`config.mk`:
```
export PLATFORM = sky130hd
export DESIGN_NAME = raw_readout_ctrl
export DESIGN_NICKNAME = d
export VERILOG_FILES = /design/src/rtl/raw_ctrl_pkg.sv /design/src/rtl/raw_bin_buf.sv /design/src/rtl/raw_readout_ctrl.sv
export SDC_FILE = /design/constraint.sdc
export NUM_CORES = 2
export LEC_CHECK = 0
export BUFFER_PORTS_ARGS = -buffer_cell sky130_fd_sc_hd__buf_2
export CAP_MARGIN = 20
export CORE_ASPECT_RATIO = 1.2
export CORE_MARGIN = 5
export CORE_UTILIZATION = 65
export DETAILED_ROUTE_END_ITERATION = 10
export MAX_ROUTING_LAYER = met4
export PLACE_DENSITY = 0.81
export SETUP_SLACK_MARGIN = 0.5
export SLEW_MARGIN = 10
export SYNTH_ARGS = -nofsm -noshare
export SYNTH_HDL_FRONTEND = slang
export SYNTH_SLANG_ARGS = --single-unit
```
`constraint.sdc`:
```
create_clock -name clk -period 45.4 [get_ports clk]
set_input_delay 2.27 -clock clk [delete_from_list [all_inputs] [get_ports clk]]
set_output_delay 2.27 -clock clk [all_outputs]
set_load 0.05 [all_outputs]
```
`src/rtl/raw_ctrl_pkg.sv`:
```
// Shared constants, state encoding and the window-length clamp for the raw delay-line readout.
package raw_ctrl_pkg;
  localparam int NWIRES        = 384;
  localparam int WORD_W        = 16;
  localparam int WORDS_PER_BIN = NWIRES / WORD_W;  // 24 slices per time bin
  localparam int MAX_TBINS     = 8;
  localparam int SETTLE_CYC    = 256;
  localparam logic [7:0] HDR_TAG = 8'hDA;

  typedef enum logic [2:0] {
    REALIGN = 3'd0,
    SETTLE  = 3'd1,
    IDLE    = 3'd2,
    CAPTURE = 3'd3,
    READOUT = 3'd4
  } state_t;

  // A window of 0 bins still reads one bin; anything past the buffer depth is capped.
  function automatic logic [3:0] clamp_tbins(input logic [3:0] t);
    if (t == 4'd0) return 4'd1;
    if (t > 4'(MAX_TBINS)) return 4'(MAX_TBINS);
    return t;
  endfunction
endpackage

```
`src/rtl/raw_bin_buf.sv`:
```
// Capture buffer: one full hit vector per time bin, read back one word-wide slice at a time.
module raw_bin_buf #(
  parameter int NWIRES    = 384,
  parameter int WORD_W    = 16,
  parameter int MAX_TBINS = 8,
  parameter int BIN_W     = $clog2(MAX_TBINS),
  parameter int SLICE_W   = 5
) (
  input  logic               clk,
  input  logic               wr_en,
  input  logic [BIN_W-1:0]   wr_bin,
  input  logic [NWIRES-1:0]  wr_data,
  input  logic [BIN_W-1:0]   rd_bin,
  input  logic [SLICE_W-1:0] rd_slice,
  output logic [WORD_W-1:0]  rd_data
);
  logic [MAX_TBINS-1:0][NWIRES-1:0] mem;
  logic [NWIRES-1:0]                row;

  // Store one time bin per capture cycle; contents need no reset since every read follows a write.
  always_ff @(posedge clk) begin
    if (wr_en) mem[wr_bin] <= wr_data;
  end

  // Slice 0 is the least significant word of the bin.
  always_comb begin
    row     = mem[rd_bin];
    rd_data = row[rd_slice*WORD_W +: WORD_W];
  end
endmodule

```
`src/rtl/raw_readout_ctrl.sv`:
```
// Raw hit delay-line sequencer: realign/settle the line, capture a window of bins on L1A,
// then stream a header plus the window to DAQ over valid/ready.
module raw_readout_ctrl
  import raw_ctrl_pkg::*;
(
  input  logic              clk,
  input  logic              rst,
  input  logic              l1a,
  input  logic              raw_en,
  input  logic [7:0]        cfg_delay,
  input  logic [3:0]        cfg_tbins,
  input  logic [NWIRES-1:0] rd_din,
  output logic              rd_we,
  output logic              rd_trig_stop,
  output logic [7:0]        rd_delay,
  output logic [WORD_W-1:0] dout,
  output logic              dout_valid,
  input  logic              dout_ready,
  output logic              dout_last,
  output logic              busy,
  output logic [7:0]        l1a_drop_cnt
);
  state_t              state;
  logic [8:0]          settle_cnt;
  logic [3:0]          nb;
  logic [2:0]          bin;
  logic [4:0]          slice;
  logic [7:0]          widx;
  logic [7:0]          last_idx;
  logic [WORD_W-1:0]   buf_word;
  logic                accept;
  logic                hs;

  // The delay line is held in pointer reset both while in reset and during the realign cycle.
  always_comb begin
    rd_trig_stop = rst | (state == REALIGN);
    rd_we        = raw_en & ~rd_trig_stop;
    busy         = rst | (state != IDLE);
    accept       = (state == IDLE) && (cfg_delay == rd_delay) && l1a;
    hs           = dout_valid & dout_ready;
    last_idx     = 8'(32'(nb) * WORDS_PER_BIN);
  end

  raw_bin_buf #(
    .NWIRES   (NWIRES),
    .WORD_W   (WORD_W),
    .MAX_TBINS(MAX_TBINS),
    .BIN_W    (3),
    .SLICE_W  (5)
  ) u_buf (
    .clk     (clk),
    .wr_en   (state == CAPTURE),
    .wr_bin  (bin),
    .wr_data (rd_din),
    .rd_bin  (bin),
    .rd_slice(slice),
    .rd_data (buf_word)
  );

  // Main sequencer; bin/slice double as capture address and as the pointer to the next data word.
  always_ff @(posedge clk) begin
    if (rst) begin
      state      <= REALIGN;
      settle_cnt <= '0;
      nb         <= 4'd1;
      bin        <= '0;
      slice      <= '0;
      widx       <= '0;
      rd_delay   <= '0;
      dout       <= '0;
      dout_valid <= 1'b0;
      dout_last  <= 1'b0;
    end else begin
      case (state)
        REALIGN: begin
          rd_delay   <= cfg_delay;
          settle_cnt <= '0;
          state      <= SETTLE;
        end
        SETTLE: begin
          settle_cnt <= settle_cnt + 9'd1;
          if (settle_cnt == 9'(SETTLE_CYC - 1)) state <= IDLE;
        end
        IDLE: begin
          // A pending delay change wins over a simultaneous trigger.
          if (cfg_delay != rd_delay) begin
            state <= REALIGN;
          end else if (l1a) begin
            nb    <= clamp_tbins(cfg_tbins);
            bin   <= '0;
            state <= CAPTURE;
          end
        end
        CAPTURE: begin
          if ({1'b0, bin} == nb - 4'd1) begin
            state      <= READOUT;
            bin        <= '0;
            slice      <= '0;
            widx       <= '0;
            dout       <= {HDR_TAG, 5'b0, 3'(nb - 4'd1)};
            dout_valid <= 1'b1;
            dout_last  <= 1'b0;
          end else begin
            bin <= bin + 3'd1;
          end
        end
        READOUT: begin
          if (hs) begin
            if (widx == last_idx) begin
              dout_valid <= 1'b0;
              dout_last  <= 1'b0;
              state      <= IDLE;
            end else begin
              widx      <= widx + 8'd1;
              dout      <= buf_word;
              dout_last <= (widx + 8'd1 == last_idx);
              if (slice == 5'(WORDS_PER_BIN - 1)) begin
                slice <= '0;
                bin   <= bin + 3'd1;
              end else begin
                slice <= slice + 5'd1;
              end
            end
          end
        end
        default: state <= REALIGN;
      endcase
    end
  end

  // Every trigger that does not start an event is counted, saturating.
  always_ff @(posedge clk) begin
    if (rst) begin
      l1a_drop_cnt <= '0;
    end else if (l1a && !accept && l1a_drop_cnt != 8'hFF) begin
      l1a_drop_cnt <= l1a_drop_cnt + 8'd1;
    end
  end
endmodule

```
==> impl_metrics.py <==
metrics = {
    "outcome": {
        "outcome": "finished, final reports clean",
    },
    "clocking": {
        "clock_sinks": 3138,
        "ctsHoldBuffers": 0,
        "clockBufferDepth": 4,
        "cts_root_buffer": "clkbuf_16",
        "h-tree-depth": 5,
        "ctsResizeCount": 0,
        "cts_made_buffers": 303,
        "cts_tree": "built",
        "path_clk_slew_ps": 60,
        "post-cts-setup-buffers": 0,
        "clock_latency_ps": 960,
    },
    "drt": {
        "wl_per_cell_um": 36.1,
        "wl_met3_um": 44600,
        "vias": 63200,
        "highest_layer": "met4",
        "first_pass_iters": 10,
        "totalWireLength_um": 321000,
        "wl_met1_um": 106000,
        "viasPerCell": 7.11,
        "ant_nets": 0,
        "drc_errors": 0,
        "met2_length_um": 155000,
        "drt_iter0_drc": 9661,
    },
    "finish": {
        "final_cell_mix": "edfxtp_1, mux4_2, buf_2",
        "multiInputGateArea_mm2": 0.0253,
        "regArea_mm2": 0.0936,
        "fillCellCount": 9890,
        "drive_gt1_frac": 0.269,
        "finalNetCount": 6470,
        "final_common_cell": "edfxtp_1",
        "area_delta_synth_final_pct": 11.6,
    },
    "worst_setup_path": {
        "cp_num_cells": 4,
        "crit_arrival_ps": 3710,
        "crit_top_cell": "buf_2",
        "path_delay_family": "buffers and inverters",
        "worstRegToRegCells": 6,
        "required_ps": 43130,
        "crit_path_start_kind": "input port",
        "crit_fanout": 70,
        "cp_slowest_stage_delay_ps": 710,
        "worstPathCellList": "buf_2 -> buf_4 -> or4b_2 -> buf_2",
        "cpMaxStageDelayCell": "or4b_2",
        "cp_num_buf_inv": 3,
        "cp-end-kind": "output port",
        "critPathKind": "in2out",
    },
    "synthesis": {
        "synthFlopType": "edfxtp_1",
        "ys.warnings.count": 0,
        "synth_area_mm2": 0.121,
        "synthesis.nets": 5942,
        "synth_edf_count": 3072,
        "netlist.area_leader.share": 0.762,
        "synth_top_cell_by_area": "edfxtp_1",
        "avgSynthCellArea_um2": 21.9,
        "synth.area.top_cells": "edfxtp_1, mux4_2, mux2i_1",
        "ys_ff_latch": 3138,
        "synth-seq-area-share": 0.773,
        "synthArstFlopShare": 0,
        "synth_cell_types": 70,
        "synthCells": 5527,
    },
    "sta": {
        "fin_setup_tns_ps": 0,
        "maxSlewViolCount": 0,
        "fin_crit_sh": 0.132,
        "skew_ps": 81.5,
        "worstMarginPinSlew_ps": 1310,
        "slew_headroom": 0.115,
        "setup_violations": 0,
        "final-hold-violation-count": 0,
        "fmax_ghz": 0.167,
        "rsz0062_at_grt": "no",
        "finalCriticalPeriod_ps": 5980,
    },
    "power_and_ir_drop": {
        "ir_drop_mv": 0.0506,
        "powerDensity_mw_per_mm2": 43.6,
        "p_leak_nw": 41.8,
        "finalPower_mw": 5.90,
    },
    "job": {
        "drv_cap": 0,
    },
    "placement": {
        "hpwl_um": 169000,
        "place.port_buffers": 437,
        "place.gp.congestion": 0.864,
    },
    "hold_path": {
        "min_path_cells": 2,
        "hold_class": "reg2reg",
    },
    "die": {
        "dieWidth_um": 404,
        "die_h_um": 483,
        "io_pins": 438,
        "start_util": 0.653,
        "fp-row-count": 173,
        "core-area_mm2": 0.185,
        "dieArea_mm2": 0.195,
    },
    "global_route": {
        "grt_first_pass_wirelength_um": 454000,
        "grt_max_degree": 145,
        "grt_overflow": 0,
        "grt_pass1_vias": 63200,
        "antenna_found_initial": 160,
        "track_usage": 0.338,
    },
}
-- cell usage after synthesis, types with 7 or more instances --
cell and number:
a211oi_1 15, a21oi_1 111, a221oi_1 100, a22oi_1 21, a311oi_1 12, and3_1 11, buf_1 17, buf_12 12
buf_2 77, buf_4 52, buf_6 53, buf_8 12, clkbuf_1 99, dfxtp_1 66, edfxtp_1 3072, ha_1 13
inv_1 17, mux2_2 18, mux2i_1 364, mux4_2 677, nand2_1 133, nand2b_1 7, nand3_1 32, nand4_1 11
nor2_1 120, nor2b_1 8, nor3_1 42, o211ai_1 10, o21ai_0 55, o21ai_1 7, o221ai_1 45, o22a_1 8
o22ai_1 83, o311ai_0 9, o311ai_1 13, xnor2_1 18, xor2_1 14
-- sequential cells by signal, indices dropped and copies added (netlist names) --
name and flops:
bin 3, nb 4, settle_cnt 9, dout_last 1
widx 8, state 3, dout_valid 1, rd_delay 8
l1a_drop_cnt 8, slice 5, dout 16, u_buf.mem 3072
-- power breakdown --
part	switching, mW	internal (mW)	leakage, nW	total (mW)
registers	0.0178	3.22	28.2	3.24
clock network	1.04	1.40	4.62	2.44
logic	0.144	0.0672	9.01	0.211
total	1.21	4.69	41.8	5.90
-- worst register-to-register path: cells and delay by family (launching register included) --
family	cells	cell delay, ps
buffers and inverters	4	3320
and+or+nand+nor	2	1410
DFF	1	730
-- final cells by class --
cell class,instances,area share
diodes,169,0.00313
clock buffers,378,0.0604
clock inverters,138,0.00921
inverters,20,0.000639
multi-input cells,2047,0.187
flip-flops and latches,3138,0.693
well taps,2450,0.0227
repair buffers,545,0.0239
-- final timing paths --
path,startpoint,end,slack (ps)
min,settle_cnt[8],settle_cnt[8],480
max,rst,busy,39420
min reg2reg,settle_cnt[8],settle_cnt[8],480
max reg2reg,bin[0],u_buf.mem[2718],39440
-- cell families (layout without fill, tap and decap cells) --
group	Yosys count	in the layout	synth area share
fa+ha+maj	14	14	0.00151
buf+inv	342	1081	0.0190
flops	3138	3138	0.773
xor+xnor	32	32	0.00231
other cells	0	169	0
mux	1060	1060	0.158
simple gates	400	400	0.0149
compound gates	541	541	0.0315
-- through the flow --
stage                     utilization  cell area (µm²)  instances  setup WS, ps  hold WS [ps]
final                           0.729           135000       8885         39420           479
after global routing            0.729           135000       8835         39240           508
after CTS                       0.727           135000       8712         39400           471
after detailed placement        0.676           125000       8196         39450           462
after global placement          0.676           125000       8196         39460           438
after floorplan                     -           121000       5527         26720           432
-- routing by layer --
layer,global-route usage,vias to the layer above
li1,-,24600
met4,0.150,0
met1,0.430,32700
met3,0.110,833
met2,0.508,4993
met5,-,-
Power figures use the tool's default switching activity.
